### config.mk
export PLATFORM = sky130hd
export DESIGN_NAME = adc_capture_ctrl
export DESIGN_NICKNAME = d
export VERILOG_FILES = /design/src/rtl/adc_capture_ctrl.sv
export SDC_FILE = /design/constraint.sdc
export NUM_CORES = 1
export LEC_CHECK = 0
export ABC_AREA = 1
export BUFFER_PORTS_ARGS = -buffer_cell sky130_fd_sc_hd__buf_2
export CAP_MARGIN = 10
export CORE_MARGIN = 2
export CORE_UTILIZATION = 64
export CTS_CLUSTER_SIZE = 8
export DETAILED_ROUTE_END_ITERATION = 8
export PLACE_DENSITY_LB_ADDON = 0.08
export SYNTH_ARGS = -nofsm -noshare
export SYNTH_HDL_FRONTEND = slang
export SYNTH_SLANG_ARGS = --single-unit
### constraint.sdc
create_clock -name iCLK -period 9 [get_ports iCLK]
set_clock_uncertainty 0.2 [all_clocks]
set_input_delay 1.8 -clock iCLK [delete_from_list [all_inputs] [get_ports iCLK]]
set_output_delay 1.8 -clock iCLK [all_outputs]
set_load 0.03 [all_outputs]
### src/rtl/adc_capture_ctrl.sv
// ADC acquisition sequencer: divided ADC clock, level trigger and wrapping sample-RAM writes with a pre/post-trigger split.
// Optional: define SCOPE_AUTO_TRIG_EN to force a trigger after 2^ADDR_W untriggered samples in WAIT_TRIG.
module adc_capture_ctrl #(
  parameter int DIV_W  = 16,
  parameter int ADDR_W = 10
) (
  input  logic              iCLK,
  input  logic              iRST_n,
  input  logic [7:0]        iADC_Byte,
  input  logic [DIV_W-1:0]  iDivider,
  input  logic              iArm,
  input  logic [7:0]        iTrigLevel,
  input  logic              iTrigRising,
  input  logic [ADDR_W-1:0] iPostCount,
  output logic              oADC_CLK,
  output logic              oADC_nOE,
  output logic              oWrEn,
  output logic [ADDR_W-1:0] oWrAddr,
  output logic [7:0]        oWrData,
  output logic [ADDR_W-1:0] oTrigAddr,
  output logic              oBusy,
  output logic              oDone
);

  typedef enum logic [2:0] {IDLE, FILL, WAIT_TRIG, POST, DONE} state_t;

  state_t            state, stateNext;
  logic [DIV_W-1:0]  divLat, divCnt, divEff;
  logic [ADDR_W-1:0] ptr, pLat, preLat, preIn, phaseCnt;
  logic [7:0]        prevSample, levelLat;
  logic              risingLat, havePrev;
  logic              divWrap, strobe, armNow, active, trigHit, autoFire;
  logic              doWrite, trigEvent;

  assign divEff  = (divLat == '0) ? DIV_W'(1) : divLat;
  assign divWrap = (divCnt == divEff - DIV_W'(1));
  assign strobe  = divWrap & oADC_CLK;
  assign armNow  = iArm & ((state == IDLE) | (state == DONE));
  assign active  = (state == FILL) | (state == WAIT_TRIG) | (state == POST);
  // iPostCount can never exceed 2^ADDR_W-1, so PRE is simply its complement.
  assign preIn   = ~iPostCount;

  assign trigHit = havePrev & (risingLat ? ((prevSample < levelLat) && (iADC_Byte >= levelLat))
                                         : ((prevSample > levelLat) && (iADC_Byte <= levelLat)));

  assign oBusy    = active;
  assign oDone    = (state == DONE);
  assign oADC_nOE = ~active;

`ifdef SCOPE_AUTO_TRIG_EN
  logic [ADDR_W:0] waitCnt;

  always_ff @(posedge iCLK or negedge iRST_n) begin
    if (!iRST_n) begin
      waitCnt <= '0;
    end else if (state != WAIT_TRIG) begin
      waitCnt <= '0;
    end else if (strobe) begin
      waitCnt <= waitCnt + (ADDR_W+1)'(1);
    end
  end

  assign autoFire = waitCnt[ADDR_W];
`else
  assign autoFire = 1'b0;
`endif

  always_comb begin
    stateNext = state;
    doWrite   = 1'b0;
    trigEvent = 1'b0;
    case (state)
      IDLE, DONE: begin
        if (armNow) stateNext = (preIn == '0) ? WAIT_TRIG : FILL;
      end
      FILL: begin
        if (strobe) begin
          doWrite = 1'b1;
          if (phaseCnt == preLat - ADDR_W'(1)) stateNext = WAIT_TRIG;
        end
      end
      WAIT_TRIG: begin
        if (strobe) begin
          doWrite = 1'b1;
          if (trigHit | autoFire) begin
            trigEvent = 1'b1;
            stateNext = (pLat == '0) ? DONE : POST;
          end
        end
      end
      POST: begin
        if (strobe) begin
          doWrite = 1'b1;
          if (phaseCnt == pLat - ADDR_W'(1)) stateNext = DONE;
        end
      end
      default: stateNext = IDLE;
    endcase
  end

  always_ff @(posedge iCLK or negedge iRST_n) begin
    if (!iRST_n) begin
      state      <= IDLE;
      divLat     <= DIV_W'(5000);
      divCnt     <= '0;
      oADC_CLK   <= 1'b0;
      ptr        <= '0;
      phaseCnt   <= '0;
      pLat       <= '0;
      preLat     <= '0;
      prevSample <= '0;
      levelLat   <= '0;
      risingLat  <= 1'b0;
      havePrev   <= 1'b0;
      oWrEn      <= 1'b0;
      oWrAddr    <= '0;
      oWrData    <= '0;
      oTrigAddr  <= '0;
    end else begin
      state    <= stateNext;
      phaseCnt <= (stateNext != state) ? '0 : phaseCnt + ADDR_W'(doWrite);
      if (armNow) begin
        divLat    <= iDivider;
        divCnt    <= '0;
        oADC_CLK  <= 1'b0;
        ptr       <= '0;
        pLat      <= iPostCount;
        preLat    <= preIn;
        levelLat  <= iTrigLevel;
        risingLat <= iTrigRising;
        havePrev  <= 1'b0;
      end else begin
        if (divWrap) begin
          divCnt   <= '0;
          oADC_CLK <= ~oADC_CLK;
        end else begin
          divCnt <= divCnt + DIV_W'(1);
        end
        if (strobe) begin
          prevSample <= iADC_Byte;
          havePrev   <= active;
        end
        if (doWrite) ptr <= ptr + ADDR_W'(1);
      end
      oWrEn <= doWrite;
      if (doWrite) begin
        oWrData <= iADC_Byte;
        oWrAddr <= ptr;
      end
      if (trigEvent) oTrigAddr <= ptr;
    end
  end

endmodule

==> results.ini <==
[run_status]
status = finished, final reports clean

[floorplan]
dieArea_sq_um = 12000
start_util_pct = 65.7
die_w_um = 110
dieHeight_um = 110
coreArea_sq_um = 10900
rows = 38
ios = 79

[clocking]
cts_sinks = 123
clockBufferDepth = 2
cts.clk_slew.worst_paths_ps = 60
cts_tree = built
clock_latency_ps = 550
post_cts_buffers = 0
h-tree-depth = 4
cts_hold_buffers = 0
cts_made_buffers = 17
post_cts_resized = 0
root_buffer = clkbuf_8

[synth]
avgSynthCellArea_sq_um = 7.67
yosysTopAreaCell = dfrtp_1
synth_top_cell_area_share_pct = 41.3
synth-warning-count = 0
synthTopCellsByArea = dfrtp_1 (41%), nand2_1 (12%), inv_1 (6.2%), nor2_1 (5.6%), ha_1 (4.2%)
synth_most_common_cell = nand2_1
ys_seq_elements = 123
synth-main-ff-cell = dfrtp_1
yosysSeqAreaShare_pct = 43.1
synth_nets = 1002
synth.distinct_cells = 46
synth-edff-count = 0
async_reset_ff_share_pct = 100
synthTopCellsByCount = nand2_1 (230), dfrtp_1 (118), inv_1 (118)
syn_area_sq_um = 7150
syn_inst = 932

[sta]
finalCriticalPeriod_ps = 4410
setup_viol = 0
max_freq_mhz = 227
worst_pin_slew_ps = 931
hold_viol = 0
slew_headroom_pct = 38.0
setup-tns-final_ps = 0
rsz0062_at_grt = no
final_max_slew_viol_count = 0
finalCritPeriodShare_pct = 49.0
worst_slack_ps = 4590
hold_slack_ps = 274

[setup_path]
critPathKind = flip-flop to flip-flop
crit_slowest_cell = dfrtp_1
crit_required_ps = 9220
end_kind = flip-flop
cp_data_arrival_time_ps = 4640
critical_path.most_common_cell = nand2_1
critPathMaxStageDelay_ps = 450
startpoint_type = flip-flop
cp_max_fo = 11

[global_routing]
grt_pass1_wl_um = 27800
grt_max_degree = 76
grt_pass1_vias = 5885
antenna_found_initial = 0
overflow = 0
grt_use_total_pct = 30.3

[place]
io_buffers = 78
detailed_place_hpwl_um = 11800
gp_congestion = 0.894
dp_slack_ps = 4730

[drt]
drc_errors = 0
wire_per_inst_um = 14.5
drtAntennaViolNets = 0
first_iter_violations = 430
vias_per_cell = 5.34
drt_pass1_iterations = 6
routed_wl_um = 16800
vias = 6220

[power_and_ir_drop]
power_leakage_nw = 4.16
p_per_area_nw_per_um2 = 280
ir_drop_uv = 165

[layout]
layout.nets = 1081
multi_input_area_sq_um = 3510
finish.utilization_pct = 75.6
drive_gt1_share_pct = 15.9
fill_cells = 851
n_antenna_cell = 0
syn_to_final_growth_pct = 15.2
regArea_sq_um = 3080

[run]
cap_violations = 0

[min_path]
hold_class = flip-flop to flip-flop

[path summary, 6_finish.rpt]
kind,start,slack (ps),end,cells after the start
max,divLat[5],4590,phaseCnt[9],28
min,ptr[9],270,ptr[9],1
max reg2reg,divLat[5],4590,phaseCnt[9],28
min reg2reg,ptr[9],270,ptr[9],1
max in group asynchronous,iRST_n,6160,pLat[7],2
min in group asynchronous,iRST_n,1070,divLat[0],1
[layer usage]
| layer | vias up | part of all wire (%) | global-route usage [%] |
|---|---|---|---|
| li1 | 3133 | - | - |
| met1 | 2894 | 45 | 40.7 |
| met2 | 168 | 48 | 48.9 |
| met3 | 25 | 5.6 | 7.88 |
| met4 | 0 | 1.4 | 8.68 |
| met5 | - | 0 | 0 |
[through the flow]
step | instance area, sq um | cells | total power (W)
floorplan | 7150 | 932 | 0.00143
global placement | 7660 | 1132 | 0.00160
detailed placement | 7660 | 1132 | 0.00162
CTS | 8240 | 1164 | 0.00230
global route | 8240 | 1164 | 0.00248
finish | 8240 | 1164 | 0.00230
[sequential cells by signal, indices dropped and copies added, names as in the netlist, 8 cells and up]
signal,count
oWrData,8
levelLat,8
pLat,10
ptr,10
oTrigAddr,10
oWrAddr,10
divLat,16
divCnt,16
prevSample,8
phaseCnt,10
preLat,10
[cell type report]
cell class	instances	share of cell area [%]
clock buffers	22	5.62
clock inverters	10	1.40
inverters	123	5.62
multi-input cells	664	42.7
flip-flops and latches	123	37.4
well taps	140	2.13
repair buffers	82	5.13
[placed cells by master (no fill, tap or decap), drive strengths merged, types with 2 or more instances in the layout]
| master | synthesis | final |
|---|---|---|
| or2 | 5 | 5 |
| and2 | 2 | 2 |
| a21o | 2 | 2 |
| bufinv | 0 | 2 |
| ha | 24 | 24 |
| nor4 | 3 | 3 |
| dfstp | 5 | 5 |
| nand3 | 56 | 56 |
| buf | 11 | 82 |
| o21bai | 10 | 10 |
| nor3 | 21 | 21 |
| inv | 121 | 122 |
| nand4 | 27 | 27 |
| nand2 | 238 | 238 |
| xnor2 | 14 | 14 |
| clkbuf | 11 | 22 |
| xor2 | 35 | 35 |
| a21oi | 21 | 21 |
| a221oi | 2 | 2 |
| nor3b | 5 | 5 |
| clkinv | 2 | 9 |
| nor2 | 124 | 124 |
| dfrtp | 118 | 118 |
| o21ai | 68 | 68 |
[where the power goes]
part	switching, W	internal, W	total, W
Combinational	0.000519	0.000310	0.000829
Sequential	0.000120	0.000688	0.000808
Clock	0.000251	0.000416	0.000667
[cells by family (layout without fill, tap and decap cells)]
logic type / Yosys count / in the layout / share of synthesized area (%)
simple gates: 482 / 482 / 30.0
fa+ha+maj: 24 / 24 / 4.20
buf+inv: 145 / 237 / 7.84
compound gates: 108 / 108 / 8.38
xor+xnor: 50 / 50 / 6.42
flops: 123 / 123 / 43.1
[critical path: cells and delay by family (launching register included)]
family | cells | cell delay [ps]
adder cells (fa/ha/maj) | 2 | 420
XOR/XNOR | 1 | 210
buffers and inverters | 4 | 240
AND/OR/NAND/NOR | 21 | 2740
flip-flops | 1 | 450
(Power assumes the default switching activity.)
